===== config.mk =====
export PLATFORM = sky130hd
export DESIGN_NAME = matvec_seq_host
export DESIGN_NICKNAME = d
export VERILOG_FILES = /design/src/rtl/matvec_pkg.sv /design/src/rtl/matvec_result_serializer.sv /design/src/rtl/matvec_seq_host.sv
export SDC_FILE = /design/constraint.sdc
export NUM_CORES = 2
export LEC_CHECK = 0
export ABC_AREA = 1
export BUFFER_PORTS_ARGS = -buffer_cell sky130_fd_sc_hd__buf_2
export CORE_AREA = 2 2 648 650
export CTS_CLUSTER_SIZE = 40
export DETAILED_ROUTE_END_ITERATION = 6
export DIE_AREA = 0 0 650 652
export SLEW_MARGIN = 10
export SYNTH_ARGS = -nofsm -noshare
export SYNTH_HDL_FRONTEND = slang
export SYNTH_SLANG_ARGS = --single-unit

===== constraint.sdc =====
create_clock -name clk -period 51.6 [get_ports clk]
set_input_delay 7.74 -clock clk [delete_from_list [all_inputs] [get_ports clk]]
set_output_delay 7.74 -clock clk [all_outputs]
set_load 0.02 [all_outputs]

===== src/rtl/matvec_pkg.sv =====
// Shared types and sizing constants for the 4x4 matrix-vector host block.
package matvec_pkg;

    // Host sequencing states; the encoding is fixed at 3 bits so that unused
    // codes exist and can be detected as illegal.
    typedef enum logic [2:0] {
        S_LOAD  = 3'd0,
        S_ISSUE = 3'd1,
        S_WAIT  = 3'd2,
        S_DRAIN = 3'd3,
        S_ERROR = 3'd4
    } host_state_t;

    localparam int MAT_ELEMS  = 16;
    localparam int VEC_ELEMS  = 4;
    localparam int LOAD_WORDS = MAT_ELEMS + VEC_ELEMS;
    localparam int RES_WORDS  = 4;

endpackage


===== src/rtl/matvec_result_serializer.sv =====
// Captures the four accelerator products in one cycle and replays them as a
// 4-word valid/ready stream, flagging the final word with m_last.
module matvec_result_serializer
    import matvec_pkg::*;
#(
    parameter int W = 64
) (
    input  logic                   clk,
    input  logic                   rst,
    input  logic                   load,
    input  logic [RES_WORDS*W-1:0] prod,
    output logic [W-1:0]           m_data,
    output logic                   m_valid,
    input  logic                   m_ready,
    output logic                   m_last,
    output logic                   done_last
);

    logic [W-1:0] res_q [RES_WORDS];
    logic [1:0]   idx_q;
    logic         full_q;
    logic         xfer;
    logic         at_last;

    assign xfer    = full_q && m_ready;
    assign at_last = (idx_q == 2'(RES_WORDS - 1));

    // Capture products on load; step the index on each accepted word and
    // release the stream after the final word.
    always_ff @(posedge clk or posedge rst) begin
        if (rst) begin
            for (int i = 0; i < RES_WORDS; i++) res_q[i] <= '0;
            idx_q  <= '0;
            full_q <= 1'b0;
        end else if (load) begin
            for (int i = 0; i < RES_WORDS; i++) res_q[i] <= prod[i*W +: W];
            idx_q  <= '0;
            full_q <= 1'b1;
        end else if (xfer) begin
            if (at_last) begin
                idx_q  <= '0;
                full_q <= 1'b0;
            end else begin
                idx_q <= idx_q + 2'd1;
            end
        end
    end

    // Output word is driven only while the stream is active so idle m_data is 0.
    always_comb begin
        m_valid   = full_q;
        m_data    = full_q ? res_q[idx_q] : '0;
        m_last    = full_q && at_last;
        done_last = xfer && at_last;
    end

endmodule


===== src/rtl/matvec_seq_host.sv =====
// Host sequencer for the sequential 4x4 matrix-vector accelerator: gathers 20
// operand words, issues one job, waits for the products with a timeout, then
// streams the four results downstream.
//
// Handshakes: every interface (s_*, acc_valid/acc_ready, acc_done/acc_take,
// m_*) transfers exactly in a cycle where its valid and ready are both high at
// the rising clk edge; a valid, once raised, holds its data stable until that
// transfer happens.
module matvec_seq_host
    import matvec_pkg::*;
#(
    parameter int W       = 64,
    parameter int TIMEOUT = 64
) (
    input  logic                   clk,
    input  logic                   rst,
    input  logic [W-1:0]           s_data,
    input  logic                   s_valid,
    output logic                   s_ready,
    output logic [MAT_ELEMS*W-1:0] acc_mat,
    output logic [VEC_ELEMS*W-1:0] acc_vec,
    output logic                   acc_valid,
    input  logic                   acc_ready,
    input  logic [RES_WORDS*W-1:0] acc_prod,
    input  logic                   acc_done,
    output logic                   acc_take,
    output logic [W-1:0]           m_data,
    output logic                   m_valid,
    input  logic                   m_ready,
    output logic                   m_last,
    output logic                   busy,
    output logic                   err
);

    localparam logic [2:0] ST_LOAD  = S_LOAD;
    localparam logic [2:0] ST_ISSUE = S_ISSUE;
    localparam logic [2:0] ST_WAIT  = S_WAIT;
    localparam logic [2:0] ST_DRAIN = S_DRAIN;
    localparam logic [2:0] ST_ERROR = S_ERROR;

    localparam int TW = $clog2(TIMEOUT + 1);

    logic [2:0]    state_q;
    logic [2:0]    state_d;
    logic [4:0]    load_cnt_q;
    logic [TW-1:0] to_cnt_q;
    logic [W-1:0]  mat_q [MAT_ELEMS];
    logic [W-1:0]  vec_q [VEC_ELEMS];

    logic load_xfer;
    logic last_word;
    logic to_expired;
    logic capture;
    logic done_last;

    // s_ready is forced low while rst is asserted, even though the state is
    // already LOAD during reset.
    assign s_ready    = (state_q == ST_LOAD) && !rst;
    assign load_xfer  = s_valid && s_ready;
    assign last_word  = (load_cnt_q == 5'(LOAD_WORDS - 1));
    assign to_expired = (to_cnt_q == TW'(TIMEOUT - 1));
    assign capture    = (state_q == ST_WAIT) && acc_done;

    // Next-state selection; acc_done takes priority over an expiring timeout.
    always_comb begin
        state_d = state_q;
        case (state_q)
            ST_LOAD:  if (load_xfer && last_word) state_d = ST_ISSUE;
            ST_ISSUE: if (acc_ready) state_d = ST_WAIT;
            ST_WAIT: begin
                if (acc_done)        state_d = ST_DRAIN;
                else if (to_expired) state_d = ST_ERROR;
            end
            ST_DRAIN: if (done_last) state_d = ST_LOAD;
            ST_ERROR: state_d = ST_ERROR;
            default:  state_d = ST_ERROR;
        endcase
    end

    // State register plus the load counter and the wait-timeout counter.
    always_ff @(posedge clk or posedge rst) begin
        if (rst) begin
            state_q    <= ST_LOAD;
            load_cnt_q <= '0;
            to_cnt_q   <= '0;
        end else begin
            state_q <= state_d;
            if (state_q == ST_LOAD && load_xfer) begin
                load_cnt_q <= last_word ? 5'd0 : load_cnt_q + 5'd1;
            end
            if (state_q == ST_ISSUE) begin
                to_cnt_q <= '0;
            end else if (state_q == ST_WAIT && !acc_done && !to_expired) begin
                to_cnt_q <= to_cnt_q + TW'(1);
            end
        end
    end

    // Operand slots are written only by accepted upstream words, which can
    // only happen in LOAD, so they stay stable through ISSUE and WAIT.
    always_ff @(posedge clk or posedge rst) begin
        if (rst) begin
            for (int i = 0; i < MAT_ELEMS; i++) mat_q[i] <= '0;
            for (int i = 0; i < VEC_ELEMS; i++) vec_q[i] <= '0;
        end else if (load_xfer) begin
            if (load_cnt_q[4]) vec_q[load_cnt_q[1:0]] <= s_data;
            else               mat_q[load_cnt_q[3:0]] <= s_data;
        end
    end

    // Flatten operand slots onto the accelerator buses.
    always_comb begin
        acc_mat = '0;
        acc_vec = '0;
        for (int i = 0; i < MAT_ELEMS; i++) acc_mat[i*W +: W] = mat_q[i];
        for (int i = 0; i < VEC_ELEMS; i++) acc_vec[i*W +: W] = vec_q[i];
    end

    // Per-state control outputs.
    always_comb begin
        acc_valid = (state_q == ST_ISSUE);
        acc_take  = (state_q == ST_WAIT);
        err       = (state_q == ST_ERROR);
        busy      = !((state_q == ST_LOAD) && (load_cnt_q == 5'd0));
    end

    matvec_result_serializer #(.W(W)) u_ser (
        .clk       (clk),
        .rst       (rst),
        .load      (capture),
        .prod      (acc_prod),
        .m_data    (m_data),
        .m_valid   (m_valid),
        .m_ready   (m_ready),
        .m_last    (m_last),
        .done_last (done_last)
    );

endmodule


==> impl_metrics.tcl <==
set metrics [dict create \
    worstPathCellList "buf_2 -> nor2_1 -> buf_2" \
    cp-startpoint "rst" \
    rows 237 \
    fmax_mhz 63.0 \
    powerDensity_mw_per_mm2 62.6 \
    netlist_instances 6490 \
    fin_setup_tns_ns 0 \
    postCtsHoldBufs 0 \
    cts_buffers 183 \
    cts.reportedPaths.clkPinSlew_ns 0.06 \
    hp-class "reg2reg" \
    finalPower_w 0.00504 \
    drv_slew 0 \
    via_per_inst 3.84 \
    chipWidth_um 650 \
    core_mm2 0.416 \
    dieArea_mm2 0.424 \
    drive_gt1_share_pct 26.5 \
    yosys_warnings 0 \
    routed_wirelength_um 336000 \
    synth_nets 6822 \
    grt_pass1_vias 48800 \
    layout_min_cycle_time_ns 15.88 \
    timing.rr.start "state_q[0]" \
    cts_num_sinks 1554 \
    dieHeight_um 652 \
    insertion_delay_ns 0.89 \
    layout.cells.most_common "nand2_1" \
    skew_ns 0.0711 \
    pin_count 1677 \
    crit_arrival_ns 8.14 \
    rsz0062_at_grt "no" \
    port_buffers 1676 \
    antenna_found_initial 105 \
    path_class "in2out" \
    worst_slew_pin_slew_ns 1.21 \
    endpoint_kind "output pin" \
    synthesis.area_mm2 0.0599 \
    cts_resized 0 \
    clockRootBuffer "clkbuf_16" \
    drc 0 \
    drt-initial-drc-count 5557 \
    yosysSeqAreaShare_pct 64.9 \
    max_slew_margin_pct 19.2 \
    gr-total-overflow 0 \
    syn2layout_area_growth_pct 34.4 \
    dr.pass1.iters 5 \
    ys_ff_latch 1554 \
    power.static_leakage_nw 42.7 \
    grt_max_degree 137 \
    max_stage_delay_ns 0.18 \
    cts_tree "yes" \
    start_kind "primary input" \
    vias 52600 \
    clk_path_buf_depth 4 \
    ir_worst_vdd_mv 0.0306 \
    nets 8315 \
    wl_per_cell_um 24.5 \
    antenna_left 0 \
    outcome "completed" \
    period_share_pct 30.8 \
    fin_util_pct 19.3 \
    grt_pass1_wl_um 441000 \
    drv_cap 0 \
    syn_avg_cell_area_um2 9.23 \
    grt_usage_pct 15.1 \
    hp-start "acc_mat[517]" \
    final_cell_mix "nand2_1 (2277), buf_2 (1676), dfrtp_1 (1552)" \
    required_ns 43.86 \
    gp_congestion 0.874 \
    h-tree-depth 4 \
    crit_path_top_delay_cell "buf_2" \
    setup_violations 0 \
    hold_viol 0 \
    yosysUniqueCellTypes 26 \
    fillers 46300 \
    cpMostUsedCell "buf_2" \
    cts_setup_buffers 0 \
    dpl.hpwl_um 249000 \
    critical_path.max_fanout 2 \
    start_util_pct 14.4 \
]
[cell families after synthesis]
family                     Yosys count  share of synthesized area, %
adders and majority gates            6                         0.125
xor gates and xnor gates             3                        0.0439
AOI/OAI and AO/OA                 1165                          9.74
DFF                               1554                          64.9
and+or+nand+nor                   3061                          20.1
buffers and inverters              701                          5.06
[synth_stat cells]
library cell | instances | area (µm²)
a21oi_1 | 195 | 976
buf_1 | 17 | 63.8
buf_2 | 162 | 811
buf_4 | 6 | 45.0
buf_6 | 23 | 259
clkbuf_1 | 266 | 998
clkbuf_2 | 2 | 10.0
dfrtp_1 | 1554 | 38900
ha_1 | 6 | 75.1
inv_1 | 223 | 837
inv_2 | 2 | 7.51
nand2_1 | 2288 | 8590
nand3_1 | 337 | 1690
nand3_4 | 5 | 87.6
nand3b_1 | 1 | 7.51
nand4_1 | 3 | 18.8
nand4_4 | 1 | 21.3
nor2_1 | 420 | 1580
nor2_2 | 1 | 6.26
nor2_4 | 2 | 22.5
nor3_1 | 3 | 15.0
o21ai_0 | 919 | 4600
o21ai_1 | 50 | 250
o21bai_1 | 1 | 7.51
xnor2_1 | 1 | 8.76
xor2_1 | 2 | 17.5
[cell type report]
type / instances / area [µm²] / share of cell area (%)
multi-input combinational: 4235 / 18100 / 22.5
clock inverter: 70 / 1030 / 1.28
antenna: 97 / 243 / 0.302
timing repair buffer: 1784 / 9220 / 11.5
clock buffer: 254 / 5230 / 6.50
sequential: 1554 / 38900 / 48.3
inverter: 225 / 860 / 1.07
tap: 5497 / 6880 / 8.55
[where the power goes]
| group | switching, W | total, W | internal, W |
|---|---|---|---|
| logic | 0.00131 | 0.00181 | 0.000493 |
| registers | 0.000238 | 0.00187 | 0.00163 |
| clock network | 0.000572 | 0.00136 | 0.000791 |
[routing by layer]
layer | GRT usage (%) | vias up | routed length [µm] | part of all wire, %
met1 | 17.7 | 25800 | 127000 | 38
met4 | 8.98 | 18 | 22000 | 6.5
met5 | 0 | - | 99 | 0.029
met3 | 2.87 | 617 | 22400 | 6.6
met2 | 25.8 | 2424 | 165000 | 49
li1 | - | 23800 | - | -
[worst paths after layout]
kind	cells past startpoint	to	slack [ns]
worst min register to register	2	acc_mat[517]	0.46
worst min-delay path	2	acc_mat[517]	0.46
min in group asynchronous	2	u_ser.res_q[137]	7.06
worst max register to register	9	acc_mat[922]	46.25
max in group asynchronous	9	acc_vec[236]	38.63
worst max-delay path	3	s_ready	35.72
[metrics by stage]
step	setup WS, ns	cells	instance area [µm²]	hold slack, ns
CTS	35.72	13600	80200	0.467
finish	35.72	13700	80500	0.463
floorplan	16.51	6490	59900	0.437
global placement	35.72	13300	74000	0.448
global route	35.69	13700	80400	0.480
detailed placement	35.72	13300	74000	0.453
[registers in the layout, summed over array words and instances, names as in the netlist]
name and flops:
acc_mat 1024, acc_vec 256, u_ser.res_q 256, to_cnt_q 7, load_cnt_q 5, state_q 3
u_ser.idx_q 2, u_ser.m_valid 1
[worst max-delay path, delay by kind of cell]
family	cells	cell delay (ns)
and+or+nand+nor	1	0.10
buffers and inverters	2	0.30
Note: power is estimated with default switching activity, not from simulation.
